**config.mk**
```make
export PLATFORM = sky130hd
export DESIGN_NAME = kbd_scan
export DESIGN_NICKNAME = d
export VERILOG_FILES = /design/src/rtl/kbd_pkg.sv /design/src/rtl/kbd_scan_sync2.sv /design/src/rtl/kbd_scan.sv
export SDC_FILE = /design/constraint.sdc
export NUM_CORES = 1
export LEC_CHECK = 0
export CORE_MARGIN = 3
export CORE_UTILIZATION = 35
export DETAILED_ROUTE_END_ITERATION = 12
export SYNTH_ARGS = -nofsm -noshare
export SYNTH_HDL_FRONTEND = slang
export SYNTH_SLANG_ARGS = --single-unit
```
**constraint.sdc**
```tcl
create_clock -name clk -period 4.5 [get_ports clk]
set_clock_uncertainty 0.15 [all_clocks]
set_input_delay 1.125 -clock clk [delete_from_list [all_inputs] [get_ports clk]]
set_output_delay 1.125 -clock clk [all_outputs]
set_load 0.05 [all_outputs]
```
**src/rtl/kbd_pkg.sv**
```systemverilog
// kbd_pkg: shared types and constants for the keypad scanner.
package kbd_pkg;
    typedef enum logic [1:0] {SCAN, DEBOUNCE, HELD} state_t;
    localparam int ROWS      = 4;
    localparam int COLS      = 4;
    localparam int KEY_W     = 4;
    localparam int REP_FIRST = 128;
    localparam int REP_NEXT  = 32;
endpackage

```
**src/rtl/kbd_scan_sync2.sv**
```systemverilog
// sync2: 2-FF synchronizer with async active-low reset and configurable reset value.
module sync2 #(
    parameter int           W       = 1,
    parameter logic [W-1:0] RST_VAL = '0
) (
    input  logic         clk,
    input  logic         rst,
    input  logic [W-1:0] d,
    output logic [W-1:0] q
);
    logic [W-1:0] s1_q, s2_q;
    always_ff @(posedge clk or negedge rst) begin
        if (!rst) begin
            s1_q <= RST_VAL;
            s2_q <= RST_VAL;
        end else begin
            s1_q <= d;
            s2_q <= s1_q;
        end
    end
    assign q = s2_q;
endmodule

```
**src/rtl/kbd_scan.sv**
```systemverilog
// kbd_scan: 4x4 matrix keypad scanner with strobe-based debounce.
// Define KBD_REPEAT_EN to enable auto-repeat of key_valid while a key stays held.
module kbd_scan import kbd_pkg::*; #(
    parameter int TAP_BIT = 17,
    parameter int DEB_CNT = 4
) (
    input  logic             clk,
    input  logic             rst,
    input  logic [31:0]      div_bus,
    input  logic [COLS-1:0]  col_n,
    output logic [ROWS-1:0]  row_n,
    output logic [KEY_W-1:0] key_code,
    output logic             key_valid,
    output logic             key_held
);
    localparam logic [3:0] DEB = 4'(DEB_CNT);

    logic [COLS-1:0]  col_s;
    state_t           state_q, state_d;
    logic [1:0]       row_q, row_d, col_q, col_d, col;
    logic [3:0]       cnt_q, cnt_d, rcnt_q, rcnt_d;
    logic [KEY_W-1:0] code_q, code_d;
    logic             valid_q, valid_d, tap_q, tap_d;
    logic             strb, hit, accept, rep_fire, unused_div;

    // Idle columns read high, so the synchronizer resets to all-ones.
    sync2 #(.W(COLS), .RST_VAL('1)) u_sync (.clk(clk), .rst(rst), .d(col_n), .q(col_s));

    assign tap_d      = div_bus[TAP_BIT];
    assign strb       = tap_d & ~tap_q;
    assign unused_div = ^div_bus;
    assign hit        = ~&col_s;
    assign col        = !col_s[0] ? 2'd0 : !col_s[1] ? 2'd1 : !col_s[2] ? 2'd2 : 2'd3;

    always_comb begin
        state_d = state_q;
        row_d   = row_q;
        col_d   = col_q;
        cnt_d   = cnt_q;
        rcnt_d  = rcnt_q;
        accept  = 1'b0;
        if (strb) begin
            case (state_q)
                SCAN: begin
                    if (hit) begin
                        col_d   = col;
                        cnt_d   = 4'd1;
                        state_d = DEBOUNCE;
                    end else begin
                        row_d = row_q + 2'd1;
                    end
                end
                DEBOUNCE: begin
                    if (hit && col == col_q) begin
                        cnt_d = cnt_q + 4'd1;
                    end else begin
                        cnt_d   = 4'd0;
                        row_d   = row_q + 2'd1;
                        state_d = SCAN;
                    end
                end
                HELD: begin
                    rcnt_d = hit ? 4'd0 : rcnt_q + 4'd1;
                    if (rcnt_d == DEB) begin
                        rcnt_d  = 4'd0;
                        row_d   = row_q + 2'd1;
                        state_d = SCAN;
                    end
                end
                default: state_d = SCAN;
            endcase
            // Covers both the DEB_CNT==1 shortcut from SCAN and the final debounce sample.
            if (state_d == DEBOUNCE && cnt_d == DEB) begin
                accept  = 1'b1;
                cnt_d   = 4'd0;
                rcnt_d  = 4'd0;
                state_d = HELD;
            end
        end
        valid_d = accept | rep_fire;
        code_d  = accept ? {row_q, col_d} : code_q;
    end

`ifdef KBD_REPEAT_EN
    logic [6:0] rep_q, rep_d;
    // After the first repeat the counter restarts at REP_FIRST-REP_NEXT so later repeats come every REP_NEXT strobes.
    always_comb begin
        rep_d    = rep_q;
        rep_fire = 1'b0;
        if (strb && state_q == HELD) begin
            if (!hit) begin
                rep_d = 7'd0;
            end else if (rep_q == 7'(REP_FIRST - 1)) begin
                rep_fire = 1'b1;
                rep_d    = 7'(REP_FIRST - REP_NEXT);
            end else begin
                rep_d = rep_q + 7'd1;
            end
        end
        if (accept) rep_d = 7'd0;
    end
    always_ff @(posedge clk or negedge rst) begin
        if (!rst) rep_q <= 7'd0;
        else      rep_q <= rep_d;
    end
`else
    assign rep_fire = 1'b0;
`endif

    always_ff @(posedge clk or negedge rst) begin
        if (!rst) begin
            state_q <= SCAN;
            row_q   <= 2'd0;
            col_q   <= 2'd0;
            cnt_q   <= 4'd0;
            rcnt_q  <= 4'd0;
            code_q  <= '0;
            valid_q <= 1'b0;
            tap_q   <= 1'b1;
        end else begin
            state_q <= state_d;
            row_q   <= row_d;
            col_q   <= col_d;
            cnt_q   <= cnt_d;
            rcnt_q  <= rcnt_d;
            code_q  <= code_d;
            valid_q <= valid_d;
            tap_q   <= tap_d;
        end
    end

    assign row_n     = ~(4'b0001 << row_q);
    assign key_code  = code_q;
    assign key_valid = valid_q;
    assign key_held  = state_q == HELD;
endmodule
```
# == Word level (Yosys, flattened, before mapping) ==
# Index checks and enable logic that the tools add are counted.
# word_totals
out_inout_bits,10
reg_bits,28
in_bits,38
wordCells,62
# classes
bitwise_logic,3
addsub,3
eq_ne,9
shift,1
muxes,27
n_reduce_logical,9
# ops
cell,n
$mux 4,8
$mux 2,13
$pmux 2 s3,2
$add 4x1->4 const B,2
$eq 4x3->1 const B,2
$pmux 4 s2,1
$reduce_and 5->1,1
$eq 2x1->1 const B,2
$ne 2x2->1 const B,2
$not 4->4,1
$reduce_and 4->1,1
$shl 1x2->4 const A,1
$mux 1,3
$reduce_bool 3->1,1
$add 2x1->2 const B,1
$eq 2x2->1,1
$eq 2x2->1 const B,1
$logic_and 1x1->1,2
$logic_not 2->1,1
$ne 2x1->1 const B,1
$reduce_and 2->1,1
$reduce_bool 2->1,1
$and 1x1->1,1
$logic_not 1->1,1
$not 1->1,1

# == Depth between registers and ports, before layout ==
# Gate-level depths: netlist (run 1).
# depth
ltp_word,12
depth_mapped,7
ltp_nobuf,6

# == Modules after synthesis ==
# A second synthesis (run 1) with hierarchy kept.
# unflattened
cells_unflattened,136
hier_area_um2,1441.4
# by_module_without_submodules
module,instances,cells_per_inst,area_each_um2
kbd_scan,1,128,1231.2
sync2,1,8,210.2

# == Worst setup path before layout (run 1) ==
# No wires, ideal clock.
# synth_timing
path_type,reg-to-output
from,register state_q[1]
to,output key_held
stages_incl_launch_ff,4
arrival_time_ns,1.233
required_time_ns,3.225
setup_slack_ns,1.992
cell_sequence,dfrtp_1 -> clkbuf_1 -> nor2b_1 -> clkbuf_1
# synth_via
elab_chain_len,1
# synth_rtl
element,line_no,text
start: declaration,kbd_scan.sv:19,"state_t state_q, state_d;"
start signal: assignment,kbd_scan.sv:121,state_q <= state_d;
$eq 2x2->1,kbd_scan.sv:135,assign key_held = state_q == HELD;
end: declaration,kbd_scan.sv:14,output logic key_held
# Every way passes these cells.

# == Worst setup path in the final report (run 1) ==
# Ends and elaborated chain as after synthesis.

==> results of run 1 <==
==> through the flow <==
stage	hold WS, ps	util	total power, W	area [sq um]	setup WS [ps]
2_1_floorplan	195	-	0.000532	1450	1990
3_3_place_gp	196	0.434	0.000607	1660	1300
3_5_place_dp	201	0.434	0.000616	1660	1280
4_1_cts	215	0.453	0.000816	1730	1170
5_1_grt	219	0.453	0.000856	1730	1080
6_report	213	0.453	0.000809	1730	1190
==> path summary, 6_finish.rpt <==
path                                           from                  endpoint  slack (ps)  cells past startpoint
max in group asynchronous                       rst  u_sync.s1_q[1]$_DFF_PN1_        2190                      2
hold reg to reg            u_sync.s1_q[2]$_DFF_PN1_     u_sync.q[2]$_DFF_PN1_         210                      0
hold / removal             u_sync.s1_q[2]$_DFF_PN1_     u_sync.q[2]$_DFF_PN1_         210                      0
setup reg to reg               cnt_q[0]$_DFFE_PN0P_   key_code[0]$_DFFE_PN0P_        2010                      5
min in group asynchronous                       rst      cnt_q[2]$_DFFE_PN0P_        1270                      1
setup / recovery             state_q[1]$_DFFE_PN0P_                  key_held        1190                      2
==> registers in the layout, indices dropped and copies added, names as in the netlist <==
signal	flops
key_valid	1
row_q	2
key_code	4
cnt_q	4
rcnt_q	4
state_q	2
tap_q	1
u_sync.q	4
u_sync.s1_q	4
col_q	2
==> critical path, cell delays in order, from the launching register on <==
cell	delay, ps
dfrtp_1	490
nor2b_1	390
clkdlybuf4s50_1	880
==> cells in the mapped netlist (all sizes together) <==
master	n
mux2	5
o311a	1
ha	6
o211ai	2
nand3	5
o311ai	1
nand2b	2
and3	2
buf	1
o32ai	1
nor2	4
mux2i	1
nand4bb	1
nor2b	4
o31ai	2
o21ai	2
nand4	1
a21oi	6
a21o	2
a31oi	2
or2b	1
dfstp	9
a41o	1
xnor2	3
nor4b	1
a22o	3
and4b	1
xor2	2
or3	1
nand2	11
dfrtp	19
a21boi	1
nor3b	5
clkbuf	3
nor3	3
o2111a	1
inv	11
o22ai	2
==> per-layer routing <==
| metal | part of all wire | wire, microns |
|---|---|---|
| met5 | 0 | 0 |
| met4 | 0.022 | 61 |
| met3 | 0.040 | 111 |
| met2 | 0.47 | 1320 |
| met1 | 0.46 | 1290 |
==> final cells by class <==
class	count	share of cell area
inverters	11	0.0238
flip-flops and latches	28	0.411
multi-input cells	86	0.393
clock inverters	1	0.0173
well taps	48	0.0347
repair buffers	17	0.0968
clock buffers	3	0.0238
==> power by group through the flow <==
stage / combinational (W) / sequential (W) / clock (W)
finish: 0.000270 / 0.000340 / 0.000199
global route: 0.000295 / 0.000348 / 0.000212
CTS: 0.000274 / 0.000341 / 0.000201
detailed placement: 0.000272 / 0.000344 / 0
global placement: 0.000267 / 0.000340 / 0
floorplan: 0.000198 / 0.000334 / 0
==> cell usage in the layout, fill, tap and decap left out, types with 2 or more instances in the layout <==
| cell type | count |
|---|---|
| o21ai_0 | 2 |
| nand2b_1 | 2 |
| a21o_1 | 2 |
| o22ai_1 | 2 |
| nand2_1 | 11 |
| nor3b_2 | 2 |
| nor3b_1 | 2 |
| dfstp_2 | 9 |
| clkdlybuf4s50_1 | 16 |
| nor2b_1 | 4 |
| a31oi_1 | 2 |
| dfrtp_1 | 19 |
| ha_1 | 6 |
| mux2_4 | 5 |
| and3_1 | 2 |
| a21oi_1 | 6 |
| nor2_1 | 4 |
| a22o_1 | 3 |
| xor2_1 | 2 |
| nand3_1 | 5 |
| nor3_1 | 3 |
| inv_1 | 11 |
| clkbuf_8 | 3 |
| xnor2_1 | 3 |
| o31ai_1 | 2 |
==> kinds of logic (layout without fill, tap and decap cells) <==
logic type | Yosys count | after routing
and+or+nand+nor | 42 | 42
DFF | 28 | 28
AOI/OAI and AO/OA | 27 | 27
buffers and inverters | 15 | 32
adders and majority gates | 6 | 6
muxes | 6 | 6
xor gates and xnor gates | 5 | 5
==> flow_metrics.env, run 1 <==
export IMPL_start_kind="flip-flop"
export IMPL_synth_seq_area_share=0.491
export IMPL_synth_nets=173
export IMPL_fin_nets=191
export IMPL_clock_latency_ps=280
export IMPL_cts_sinks=28
export IMPL_clk_pin_slew_ps=100
export IMPL_gp_congestion=0.827
export IMPL_switchingPower_w=0.000289
export IMPL_numCtsBuffers=3
export IMPL_power_density_nw_per_um2=467
export IMPL_post_cts_setup_buffers=0
export IMPL_root_buffer="clkbuf_8"
export IMPL_swShare=0.357
export IMPL_maxCapViolations=0
export IMPL_min_period_over_period=0.735
export IMPL_yosys_area_share_simple=0.180
export IMPL_yosysUniqueCellTypes=41
export IMPL_pin_count=48
export IMPL_post_cts_resized=0
export IMPL_track_usage=0.118
export IMPL_use_met2=0.196
export IMPL_synth_xor_area_frac=0.0302
export IMPL_clk_path_buf_depth=2
export IMPL_cp_max_fo=8
export IMPL_fill_cells=348
export IMPL_wl_per_cell_microns=14.4
export IMPL_die_area_sq_um=4950
export IMPL_start_util=0.379
export IMPL_seqCellArea_sq_um=712
export IMPL_p_int_w=0.000520
export IMPL_grt_max_degree=26
export IMPL_finalMaxSlewViolations=0
export IMPL_netlist_area_sq_um=1450
export IMPL_antenna_found_initial=0
export IMPL_grtUsageMet3=0.0230
export IMPL_synth_top_family_by_area="simple AND/OR/NAND/NOR gates"
export IMPL_yosys_area_top_type="dfrtp_1"
export IMPL_grt_pass1_wl_microns=4760
export IMPL_critPathKind="flip-flop to output port"
export IMPL_combinationalPowerShare=0.333
export IMPL_ys_warnings_count=0
export IMPL_final_setup_tns_ps=0
export IMPL_ant_nets=0
export IMPL_die_w_microns=70.4
export IMPL_cts_tree="done"
export IMPL_required_ps=3220
export IMPL_chipHeight_microns=70.4
export IMPL_peakVddDrop_v=0.000357
export IMPL_pwr_share_seq=0.421
export IMPL_synthMuxAreaShare=0.0587
export IMPL_core_area_sq_um=3830
export IMPL_rsz0062_at_grt="false"
export IMPL_first_pass_iters=4
export IMPL_p_leak_nw=0.789
export IMPL_worstMarginPinSlew_ps=1060
export IMPL_place_port_buffers=16
export IMPL_grt_overflow=0
export IMPL_hold_class="flip-flop to flip-flop"
export IMPL_ys_ff_latch=28
export IMPL_synthCells=129
export IMPL_placed_cells=190
export IMPL_finalSetupViolCount=0
export IMPL_grt_pass1_vias=1101
export IMPL_ys_top_cells_by_area="dfrtp_1 (33%), dfstp_2 (16%), ha_1 (5.2%), mux2_4 (5.2%), inv_1 (2.8%)"
export IMPL_synthAdderAreaFrac=0.0518
export IMPL_min_period_ps=3310
export IMPL_clkPwrFrac=0.246
export IMPL_hpwl_microns=2000
export IMPL_grt_busiest_layer="met2"
export IMPL_cts_hold_buf=0
export IMPL_layout_drive_gt1_share=0.171
export IMPL_antenna_cells=0
export IMPL_endpoint_kind="output port"
export IMPL_multi_input_area_sq_um=681
export IMPL_synth_compound_area_frac=0.148
export IMPL_slew_limit_headroom=0.288
export IMPL_grt_util_met1=0.147
export IMPL_drt_iter0_drc=38
export IMPL_finalNonFillerCells=194
export IMPL_synth_area_per_cell_sq_um=11.2
export IMPL_h_tree_depth=1
export IMPL_fp_row_count=22
export IMPL_crit_arrival_ps=2030
export IMPL_via_per_inst=5.34
export IMPL_max_freq_mhz=302
export IMPL_hold_viol_final=0
export IMPL_via_count=1036
export IMPL_synth_top_area_frac=0.328
export IMPL_drcViolationCount=0
export IMPL_area_growth_pct=19.5
export IMPL_outcome="finished clean"
export IMPL_routed_wl_microns=2780
Power figures use the tool's default switching activity.
==> run 2: changes to the inputs <==
clock period = 3.1 ns   (was 4.5 ns; I/O delays follow)
==> flow_metrics.env, run 2 (synthesized netlist as in run 1, its figures left out) <==
export IMPL_required_ps=2170
export IMPL_clk_pin_slew_ps=100
export IMPL_die_area_sq_um=4950
export IMPL_gp_congestion=0.876
export IMPL_cp_cell_sequence="nor2b_1, clkdlybuf4s50_1"
export IMPL_peakVddDrop_v=0.000612
export IMPL_core_area_sq_um=3830
export IMPL_cts_hold_buf=0
export IMPL_die_w_microns=70.4
export IMPL_wl_per_cell_microns=13.4
export IMPL_min_period_over_period=0.956
export IMPL_fin_nets=192
export IMPL_numCtsBuffers=3
export IMPL_maxCapViolations=0
export IMPL_pre_cts_ws_ps=373
export IMPL_min_period_ps=2960
export IMPL_critPathKind="flip-flop to output port"
export IMPL_track_usage=0.114
export IMPL_grt_overflow=0
export IMPL_antenna_cells=0
export IMPL_post_cts_setup_buffers=0
export IMPL_via_per_inst=5.06
export IMPL_endpoint_kind="output port"
export IMPL_place_port_buffers=16
export IMPL_first_pass_iters=4
export IMPL_ant_nets=0
export IMPL_routed_wl_microns=2610
export IMPL_clock_latency_ps=270
export IMPL_hold_viol_final=0
export IMPL_finalMaxSlewViolations=0
export IMPL_hpwl_microns=1920
export IMPL_drt_iter0_drc=25
export IMPL_finalSetupViolCount=0
export IMPL_drcViolationCount=0
export IMPL_outcome="finished clean"
export IMPL_grt_pass1_vias=978
export IMPL_cts_sinks=28
export IMPL_design_area_sq_um=1710
export IMPL_fill_cells=355
export IMPL_clk_path_buf_depth=2
export IMPL_root_buffer="clkbuf_8"
export IMPL_placed_area_sq_um=1670
export IMPL_crit_arrival_ps=2040
export IMPL_setup_ws_ps=136
export IMPL_post_cts_resized=0
export IMPL_slew_limit_headroom=0.663
export IMPL_layout_drive_gt1_share=0.170
export IMPL_final_setup_tns_ps=0
export IMPL_hold_class="flip-flop to flip-flop"
export IMPL_area_growth_pct=18.2
export IMPL_final_cell_mix="dfrtp_1 (19), clkdlybuf4s50_1 (16), inv_1 (11), nand2_1 (11), dfstp_2 (9)"
export IMPL_chipHeight_microns=70.4
export IMPL_reg2reg_setup_slack_ps=730
export IMPL_start_util=0.379
export IMPL_antenna_found_initial=0
export IMPL_rsz0062_at_grt="false"
export IMPL_start_kind="flip-flop"
export IMPL_grt_pass1_wl_microns=4620
export IMPL_via_count=987
export IMPL_h_tree_depth=1
export IMPL_fp_row_count=22
export IMPL_p_leak_nw=0.781
export IMPL_max_freq_mhz=337
export IMPL_pin_count=48
export IMPL_power_density_nw_per_um2=632
export IMPL_slowest_stage="clkdlybuf4s50_1"
export IMPL_worstMarginPinSlew_ps=503
export IMPL_cp_max_fo=8
export IMPL_max_stage_delay_ps=880
export IMPL_mostFrequentLayoutCell="dfrtp_1"
export IMPL_grt_max_degree=29
export IMPL_cts_tree="done"
==> run 2: final cells by class <==
cell class	instances	area, sq um	area share
Clock buffer	4	45.0	0.0263
Inverter	11	41.3	0.0241
Multi-Input combinational cell	86	681	0.397
Sequential cell	28	712	0.415
Tap cell	48	60.1	0.0350
Timing Repair Buffer	18	175	0.102
==> run 2: path summary, 6_finish.rpt <==
path                                     startpoint                     to  depth (start not counted)
setup / recovery             state_q[1]$_DFFE_PN0P_               key_held                          2
setup reg to reg               cnt_q[0]$_DFFE_PN0P_  rcnt_q[2]$_DFFE_PN0P_                          7
hold / removal             u_sync.s1_q[0]$_DFF_PN1_  u_sync.q[0]$_DFF_PN1_                          0
min in group asynchronous                       rst   cnt_q[0]$_DFFE_PN0P_                          2
max in group asynchronous                       rst  u_sync.q[1]$_DFF_PN1_                          2
hold reg to reg            u_sync.s1_q[0]$_DFF_PN1_  u_sync.q[0]$_DFF_PN1_                          0
==> run 2: critical path, delay by kind of cell, from the launching register on <==
kind / cells / cell delay, ps
and+or+nand+nor: 1 / 400
buffers and inverters: 1 / 880
DFF: 1 / 490
==> run 2: where the power goes <==
part	switching [W]	total, W	internal, W
combinational	0.000230	0.000392	0.000162
sequential	0.0000700	0.000490	0.000420
clock	0.000109	0.000201	0.0000921
==> run 2: metal layers <==
metal,track usage,wire (microns),up-vias
met2,0.177,1190,18
li1,-,-,490
met1,0.158,1320,475
met4,0.0383,33,0
met3,0.0216,76,4
met5,0,0,-
==> run 2: per-stage QoR <==
step | hold slack (ps) | total power, W | instances | utilization
after floorplan | 195 | 0.000772 | 129 | -
after global placement | 196 | 0.000879 | 191 | 0.436
after detailed placement | 197 | 0.000891 | 191 | 0.436
after CTS | 210 | 0.00110 | 195 | 0.448
after global routing | 213 | 0.00115 | 195 | 0.448
final | 209 | 0.00108 | 195 | 0.448
